[src/rtl/deser_align_pkg.sv]
// Shared types and constants for the deserializer word-alignment controller.
package deser_align_pkg;

  typedef enum logic [2:0] {
    ST_IDLE   = 3'd0,
    ST_FILL   = 3'd1,
    ST_CHECK  = 3'd2,
    ST_LOCKED = 3'd3,
    ST_FAIL   = 3'd4
  } state_t;

  // Phase/beat counter width; a ratio of 1 would otherwise give a zero-width counter.
  function automatic int phase_bits(input int s);
    return (s > 1) ? $clog2(s) : 1;
  endfunction

  localparam int DEFAULT_S = 8;
  localparam int PHASE_W = phase_bits(DEFAULT_S);
  localparam logic [63:0] DEFAULT_TRAIN_PATTERN = 64'h0706050403020100;

endpackage

[src/rtl/deser_phase_gen.sv]
// Free-running beat counter and the capture strobe for the selected phase.
module deser_phase_gen
  import deser_align_pkg::*;
#(
  parameter int S  = 8,
  parameter int PW = phase_bits(S)
) (
  input  logic          high_speed_clock,
  input  logic          reset,
  input  logic [PW-1:0] phase,
  output logic          strobe,
  output logic [PW-1:0] beat_cnt
);

  localparam logic [PW-1:0] LAST_BEAT = PW'(S - 1);

  always_ff @(posedge high_speed_clock) begin
    if (reset) begin
      beat_cnt <= '0;
    end else if (beat_cnt == LAST_BEAT) begin
      beat_cnt <= '0;
    end else begin
      beat_cnt <= beat_cnt + 1'b1;
    end
  end

  assign strobe = (beat_cnt == phase);

endmodule

[src/rtl/deser_align_ctrl.sv]
// Word-alignment controller: slips the capture phase until TRAIN_PATTERN is seen LOCK_COUNT times.
// Optional DESER_ALIGN_TIMEOUT_EN adds a sweep counter and the FAIL state.
module deser_align_ctrl
  import deser_align_pkg::*;
#(
  parameter int D = 8,
  parameter int S = 8,
  parameter logic [D*S-1:0] TRAIN_PATTERN = DEFAULT_TRAIN_PATTERN,
  parameter int LOCK_COUNT = 4
`ifdef DESER_ALIGN_TIMEOUT_EN
  ,
  parameter int MAX_SWEEPS = 3
`endif
) (
  input  logic                    high_speed_clock,
  input  logic                    reset,
  input  logic [D*S-1:0]          deser_word,
  input  logic                    train_start,
  output logic [D*S-1:0]          data_out,
  output logic                    data_valid,
  output logic                    aligned,
  output logic                    align_error,
  output logic [phase_bits(S)-1:0] phase,
  output logic [2:0]              state_dbg,
  output logic [phase_bits(S)-1:0] beat_dbg
);

  localparam int PW = phase_bits(S);
  localparam int MW = $clog2(LOCK_COUNT + 1);
  localparam logic [PW-1:0] LAST_PHASE = PW'(S - 1);
  localparam logic [MW-1:0] LOCK_LAST  = MW'(LOCK_COUNT - 1);

  // data_valid is a one-cycle qualifier with no backpressure: the consumer
  // must take data_out in the cycle data_valid is high.
  state_t        state;
  logic [PW-1:0] fill_cnt;
  logic [MW-1:0] match_cnt;
  logic [PW-1:0] beat_cnt;
  logic          strobe;
  logic          pattern_hit;
  logic          capture_state;

`ifdef DESER_ALIGN_TIMEOUT_EN
  localparam int SW = $clog2(MAX_SWEEPS + 1);
  localparam logic [SW-1:0] SWEEP_LAST = SW'(MAX_SWEEPS - 1);
  logic [SW-1:0] sweep_cnt;
`endif

  deser_phase_gen #(.S(S), .PW(PW)) u_phase_gen (
    .high_speed_clock (high_speed_clock),
    .reset            (reset),
    .phase            (phase),
    .strobe           (strobe),
    .beat_cnt         (beat_cnt)
  );

  assign pattern_hit   = (deser_word == TRAIN_PATTERN);
  assign capture_state = (state == ST_FILL) || (state == ST_CHECK) || (state == ST_LOCKED);

  always_ff @(posedge high_speed_clock) begin
    if (reset) begin
      state      <= ST_IDLE;
      phase      <= '0;
      fill_cnt   <= '0;
      match_cnt  <= '0;
      data_out   <= '0;
      data_valid <= 1'b0;
`ifdef DESER_ALIGN_TIMEOUT_EN
      sweep_cnt  <= '0;
`endif
    end else begin
      data_valid <= 1'b0;
      if (train_start) begin
        // A (re)start discards any strobe in the same cycle.
        state     <= ST_FILL;
        phase     <= '0;
        fill_cnt  <= '0;
        match_cnt <= '0;
`ifdef DESER_ALIGN_TIMEOUT_EN
        sweep_cnt <= '0;
`endif
      end else begin
        if (strobe && capture_state) data_out <= deser_word;
        if (strobe && (state == ST_LOCKED)) data_valid <= 1'b1;
        case (state)
          ST_FILL: begin
            if (fill_cnt == LAST_PHASE) state <= ST_CHECK;
            else fill_cnt <= fill_cnt + 1'b1;
          end
          ST_CHECK: begin
            if (strobe) begin
              if (pattern_hit) begin
                match_cnt <= match_cnt + 1'b1;
                if (match_cnt == LOCK_LAST) state <= ST_LOCKED;
              end else begin
                match_cnt <= '0;
                if (phase == LAST_PHASE) begin
                  phase <= '0;
`ifdef DESER_ALIGN_TIMEOUT_EN
                  sweep_cnt <= sweep_cnt + 1'b1;
                  if (sweep_cnt == SWEEP_LAST) state <= ST_FAIL;
`endif
                end else begin
                  phase <= phase + 1'b1;
                end
              end
            end
          end
          default: ;
        endcase
      end
    end
  end

  assign aligned   = (state == ST_LOCKED);
  assign state_dbg = state;
  assign beat_dbg  = beat_cnt;

`ifdef DESER_ALIGN_TIMEOUT_EN
  assign align_error = (state == ST_FAIL);
`else
  assign align_error = 1'b0;
`endif

endmodule

[config.mk]
export PLATFORM = sky130hd
export DESIGN_NAME = deser_align_ctrl
export DESIGN_NICKNAME = d
export VERILOG_FILES = /design/src/rtl/deser_align_pkg.sv /design/src/rtl/deser_phase_gen.sv /design/src/rtl/deser_align_ctrl.sv
export SDC_FILE = /design/constraint.sdc
export NUM_CORES = 1
export LEC_CHECK = 0
export ABC_AREA = 1
export CAP_MARGIN = 20
export CORE_MARGIN = 5
export CORE_UTILIZATION = 26
export CTS_BUF_LIST = sky130_fd_sc_hd__clkbuf_4
export DETAILED_ROUTE_END_ITERATION = 8
export GPL_ROUTABILITY_DRIVEN = 0
export MAX_ROUTING_LAYER = met4
export SLEW_MARGIN = 10
export SYNTH_ARGS = -nofsm -noshare
export SYNTH_HDL_FRONTEND = slang
export SYNTH_SLANG_ARGS = --single-unit
[constraint.sdc]
create_clock -name high_speed_clock -period 1.65 [get_ports high_speed_clock]
set_input_delay 0.2475 -clock high_speed_clock [delete_from_list [all_inputs] [get_ports high_speed_clock]]
set_output_delay 0.2475 -clock high_speed_clock [all_outputs]
set_load 0.01 [all_outputs]
; After elaboration in Yosys (flattened, before gate mapping)
; Cells that the tools add are included.
[word_totals]
word_cells = 55
n_memories = 0
latchBits = 0
inputBits = 67
mem_bits_ro = 0
reg_bits = 80
ram_bits = 0
[op_classes]
n_shift = 0
magnitude_cmp = 0
muxes = 9
n_addsub = 4
bitwise = 3
n_div = 0
multipliers = 0
n_eq_ne = 17
reduce_logical = 14
[ops]
columns = cell, n
row1 = 64-bit by 59-bit == test with 1-bit output (second input constant), 1
row2 = 3-bit two-way mux, 6
row3 = 3-bit by 1-bit adder with 3-bit output (second input constant), 4
row4 = 5-bit AND reduction, 2
row5 = 3-bit by 2-bit == test with 1-bit output (second input constant), 3
row6 = 3-bit == test (second input constant), 3
row7 = 3-bit by 2-bit inequality test with 1-bit output (second input constant), 2
row8 = 3-bit inequality test (second input constant), 2
row9 = 3-bit case mux with 2 select lines, 1
row10 = 2-bit AND reduction, 3
row11 = 2-bit by 1-bit inequality test with 1-bit output (second input constant), 2
row12 = 2-bit inequality test (second input constant), 2
row13 = 2-bit OR reduction, 2
row14 = 3-bit by 1-bit == test with 1-bit output (second input constant), 1
row15 = 3-bit == test, 1
row16 = 1-bit inverter, 3
row17 = 3-bit AND reduction, 1
row18 = 3-bit nonzero test, 1
row19 = 1-bit logical AND, 2
row20 = 1-bit logical OR, 2
row21 = 1-bit two-way mux, 2
row22 = 2-bit nonzero test, 1

; Depth between registers and ports, before layout
[depth]
word_depth = 6
depth_mapped = 10

; By module
; A second synthesis with hierarchy kept.
[hier_totals]
cells_unflattened = 442
area_unflattened_um2 = 3213.1
[modules_own_cells]
columns = module, area_per_inst_um2, n_inst, cells_each
row1 = deser_align_ctrl, 3049.2, 1, 422
row2 = deser_phase_gen, 163.9, 1, 20

; Worst setup path before layout
; Ideal clock, no wire load.
[synth_path]
path_kind = reg-to-reg
from = register phase[0]
to = register data_out[35]
arrival_time_ps = 1316
t_required_ps = 1520
n_path_buf = 1
stages_incl_launch_ff = 8
setup_slack_ps = 204
setup_ps = 130
path_cell_list = dfxtp_1 -> xnor2_1 -> nand3_2 -> nor2_2 -> nand2_2 -> buf_2 -> nand2_1 -> a21oi_2
[synth_via]
elab_chain_len = 3
[synth_lines]
columns = element, line
row1 = "start, declared", deser_align_ctrl.sv:23  ; output logic [phase_bits(S)-1:0] phase,
row2 = "start signal, assigned", deser_align_ctrl.sv:104  ; phase <= phase + 1'b1;
row3 = 3-bit == test, deser_phase_gen.sv:27  ; assign strobe = (beat_cnt == phase);
row4 = 1-bit logical AND, deser_align_ctrl.sv:83  ; if (strobe && capture_state) data_out <= deser_word;
row5 = 2-bit AND reduction (no line), -
row6 = "end signal, assigned", deser_align_ctrl.sv:83
row7 = "end, declared", deser_align_ctrl.sv:19  ; output logic [D*S-1:0] data_out,
; No other way between the ends.
; A chain may end at the register's enable or synchronous reset.

; Worst setup path in the final report
[layout_path]
from = register phase[0]
to = register data_out[1]
; The elaborated chain is that of the path after synthesis.

==> metrics.md <==
| Metric | Value |
|---|---|
| # setup viols final | 0 |
| Core Rows | 42 |
| Diodes inserted | 0 |
| Hold Violations, Final | 0 |
| Sink Count | 79 |
| Total track usage | 14.32% |
| H-tree depth | 3 |
| Post-synth top flop | dfxtp_1 |
| Fin nets | 702 |
| CTS tree | done |
| Worst Hold Class | input port to flip-flop |
| Die area | 15820 um2 |
| CTS clk-pin slew, worst paths | 0.13 ns |
| DP Area | 5144 um2 |
| Finished Core Util | 41.04% |
| PwrDens | 690.9 nW/um2 |
| Core area | 13190 um2 |
| WL/cell | 14.31 um |
| Number of fill cells | 1385 |
| GR Overflow Total | 0 |
| Via count | 3636 |
| #FFs+latches synth | 79 |
| Worst clock skew | 0.01196 ns |
| Crit end category | flip-flop |
| Wire length of the first global-routing pass | 17680 um |
| Share of cells above drive strength 1 | 10.94% |
| Clk buf depth | 2 |
| Max Freq | 635.4 MHz |
| Antenna violations before repair | 0 |
| Vias in the first global route | 3594 |
| Syn avg cell area | 7.480 um2 |
| Worst setup SP type | flip-flop |
| Drt first pass iters | 4 |
| Post-route worst setup slack | 0.07623 ns |
| FFs w/ async S/R, synth | 0% |
| Minimum clock period | 1.574 ns |
| Worst Path Arrival | 1.94 ns |
| Worst-skew pair later-pin latency | 0.44 ns |
| Growth of design area from synthesis to finish | 55.28% |
| Status | finished, final reports clean |
| DRT iter0 DRCs | 261 |
| Crit-path max FO | 20 |
| Leakage | 2.770 nW |
| Top-count cell post-synth | nand2_1 |
| Netlist cell types | 22 |
| Antenna Violating Nets Remaining | 0 |
| Root Driver | clkbuf_4 |
| Post-synth EDFFs | 0 |
| Tot Pwr | 3.740 mW |
| RSZ-0062 raised after global routing | true |
| Post-synth top cells | 106 x nand2_1, 79 x dfxtp_1, 72 x a21oi_1 |
| Post-Syn Instances | 466 |
| Critical Path RT | 2.02 ns |
| Num CTS Buffers | 9 |
| DR vias/cell | 4.506 |
| Post-route clock period utilization | 95.38% |
| Port bufs | 140 |
| YS warnings | 0 |
| Critical path class | flip-flop to flip-flop |
| Final instance area | 5413 um2 |
| Multi-input gate area | 1585 um2 |
| Area of the mapped netlist | 3486 um2 |
| # Max-Cap Violations | 0 |
| Pre-CTS setup slack | -0.1323 ns |
| Final slew viol count | 0 |
| Die Wd | 125.8 um |
| Die Span Y | 125.8 um |
| Sequential Area | 1597 um2 |
| IO Count | 143 |
| Initial core utilization | 26.43% |
| Register area share after synthesis | 45.37% |
| HPWL Detailed | 8315 um |
| Yosys top cell area share | 45.37% |
| Cell type with the largest total area after synthesis | dfxtp_1 |
| IR drop worst, VDD | 569.8 uV |
| Largest net degree at the start of global routing | 42 |
| Drt drc | 0 |
| Top post-synthesis cells by area | dfxtp_1 45%, nand2_1 11%, a21oi_1 10% |
| Routed Wire Length | 11550 um |
## registers in the layout, indices dropped and copies added, names as in the netlist
| register | flops |
|---|---|
| data_out | 64 |
| fill_cnt | 3 |
| match_cnt | 3 |
| phase | 3 |
| u_phase_gen.beat_cnt | 3 |
| state_dbg | 2 |
| data_valid | 1 |
## report_power, final
| group | internal (mW) | total, mW | switching (mW) |
|---|---|---|---|
| clock network | 0.434 | 1.09 | 0.652 |
| logic | 0.340 | 0.656 | 0.315 |
| registers | 1.96 | 2.00 | 0.0345 |
| total | 2.74 | 3.74 | 1.00 |
## cell type report
class | instances | share of cell area, %
repair buffers | 178 | 33.26
flip-flops and latches | 79 | 29.50
multi-input cells | 335 | 29.29
well taps | 176 | 4.068
inverters | 24 | 1.664
clock buffers | 9 | 1.248
clock inverters | 6 | 0.9709
## stage by stage
step                hold slack, ns  setup TNS [ns]  instances
detailed placement          0.4535         -0.5223        788
global placement            0.4474         -0.2897        788
finish                      0.4015               0        807
floorplan                   0.3966               0        467
global route                0.3484         -0.2176        807
CTS                         0.3437               0        805
## worst max-delay path, stage by stage, from the launching register on
cell and delay [ns]:
dfxtp_2 0.36, xnor2_2 0.18, nand3_2 0.16, nor2_4 0.26, buf_12 0.15, clkbuf_16 0.17
nand3_1 0.08, a21oi_1 0.15
## worst paths after layout
path,endpoint,startpoint,depth (start not counted),slack (ns)
max reg2reg,data_out[1],phase[0],7,0.08
min,data_out[19],deser_word[19],3,0.40
min reg2reg,data_out[34],data_out[34],2,0.46
max,data_out[1],phase[0],7,0.08
## cells in the final DEF, fill, tap and decap left out, types with 9 or more instances in the layout
cell	count
buf_4	32
dfxtp_1	71
dlygate4sd2_1	35
nor2_1	60
nand3_1	68
a21oi_1	72
nand2_1	105
clkbuf_4	9
clkdlybuf4s50_1	67
inv_1	23
dlymetal6s2s_1	37
## cell families (layout without fill, tap and decap cells)
group / Yosys count / count (layout) / share of synthesized area [%]
and+or+nand+nor: 246 / 246 / 29.94
DFF: 79 / 79 / 45.37
AOI/OAI and AO/OA: 77 / 77 / 11.16
buffers and inverters: 53 / 217 / 10.05
adders and majority gates: 8 / 8 / 2.872
xor gates and xnor gates: 2 / 2 / 0.5026
other: 1 / 2 / 0.1076
## what timing repair did
action | CTS | global route
hold buffers | 1 | 0
cloned | 0 | 1
setup endpoints to repair | 36 | 44
hold endpoints to repair | 1 | 0
setup buffers | 1 | 1
resized for setup | 42 | 44
## per-layer routing
metal / share of wire (%) / track usage, % / routed length (um) / vias to the layer above
li1: - / - / - / 1844
met2: 48 / 23.66 / 5586 / 124
met3: 6.4 / 5.504 / 741 / 18
met5: 0 / - / 0 / -
met4: 1.7 / 4.164 / 194 / 0
met1: 44 / 16.22 / 5024 / 1650
Power figures use the tool's default switching activity.
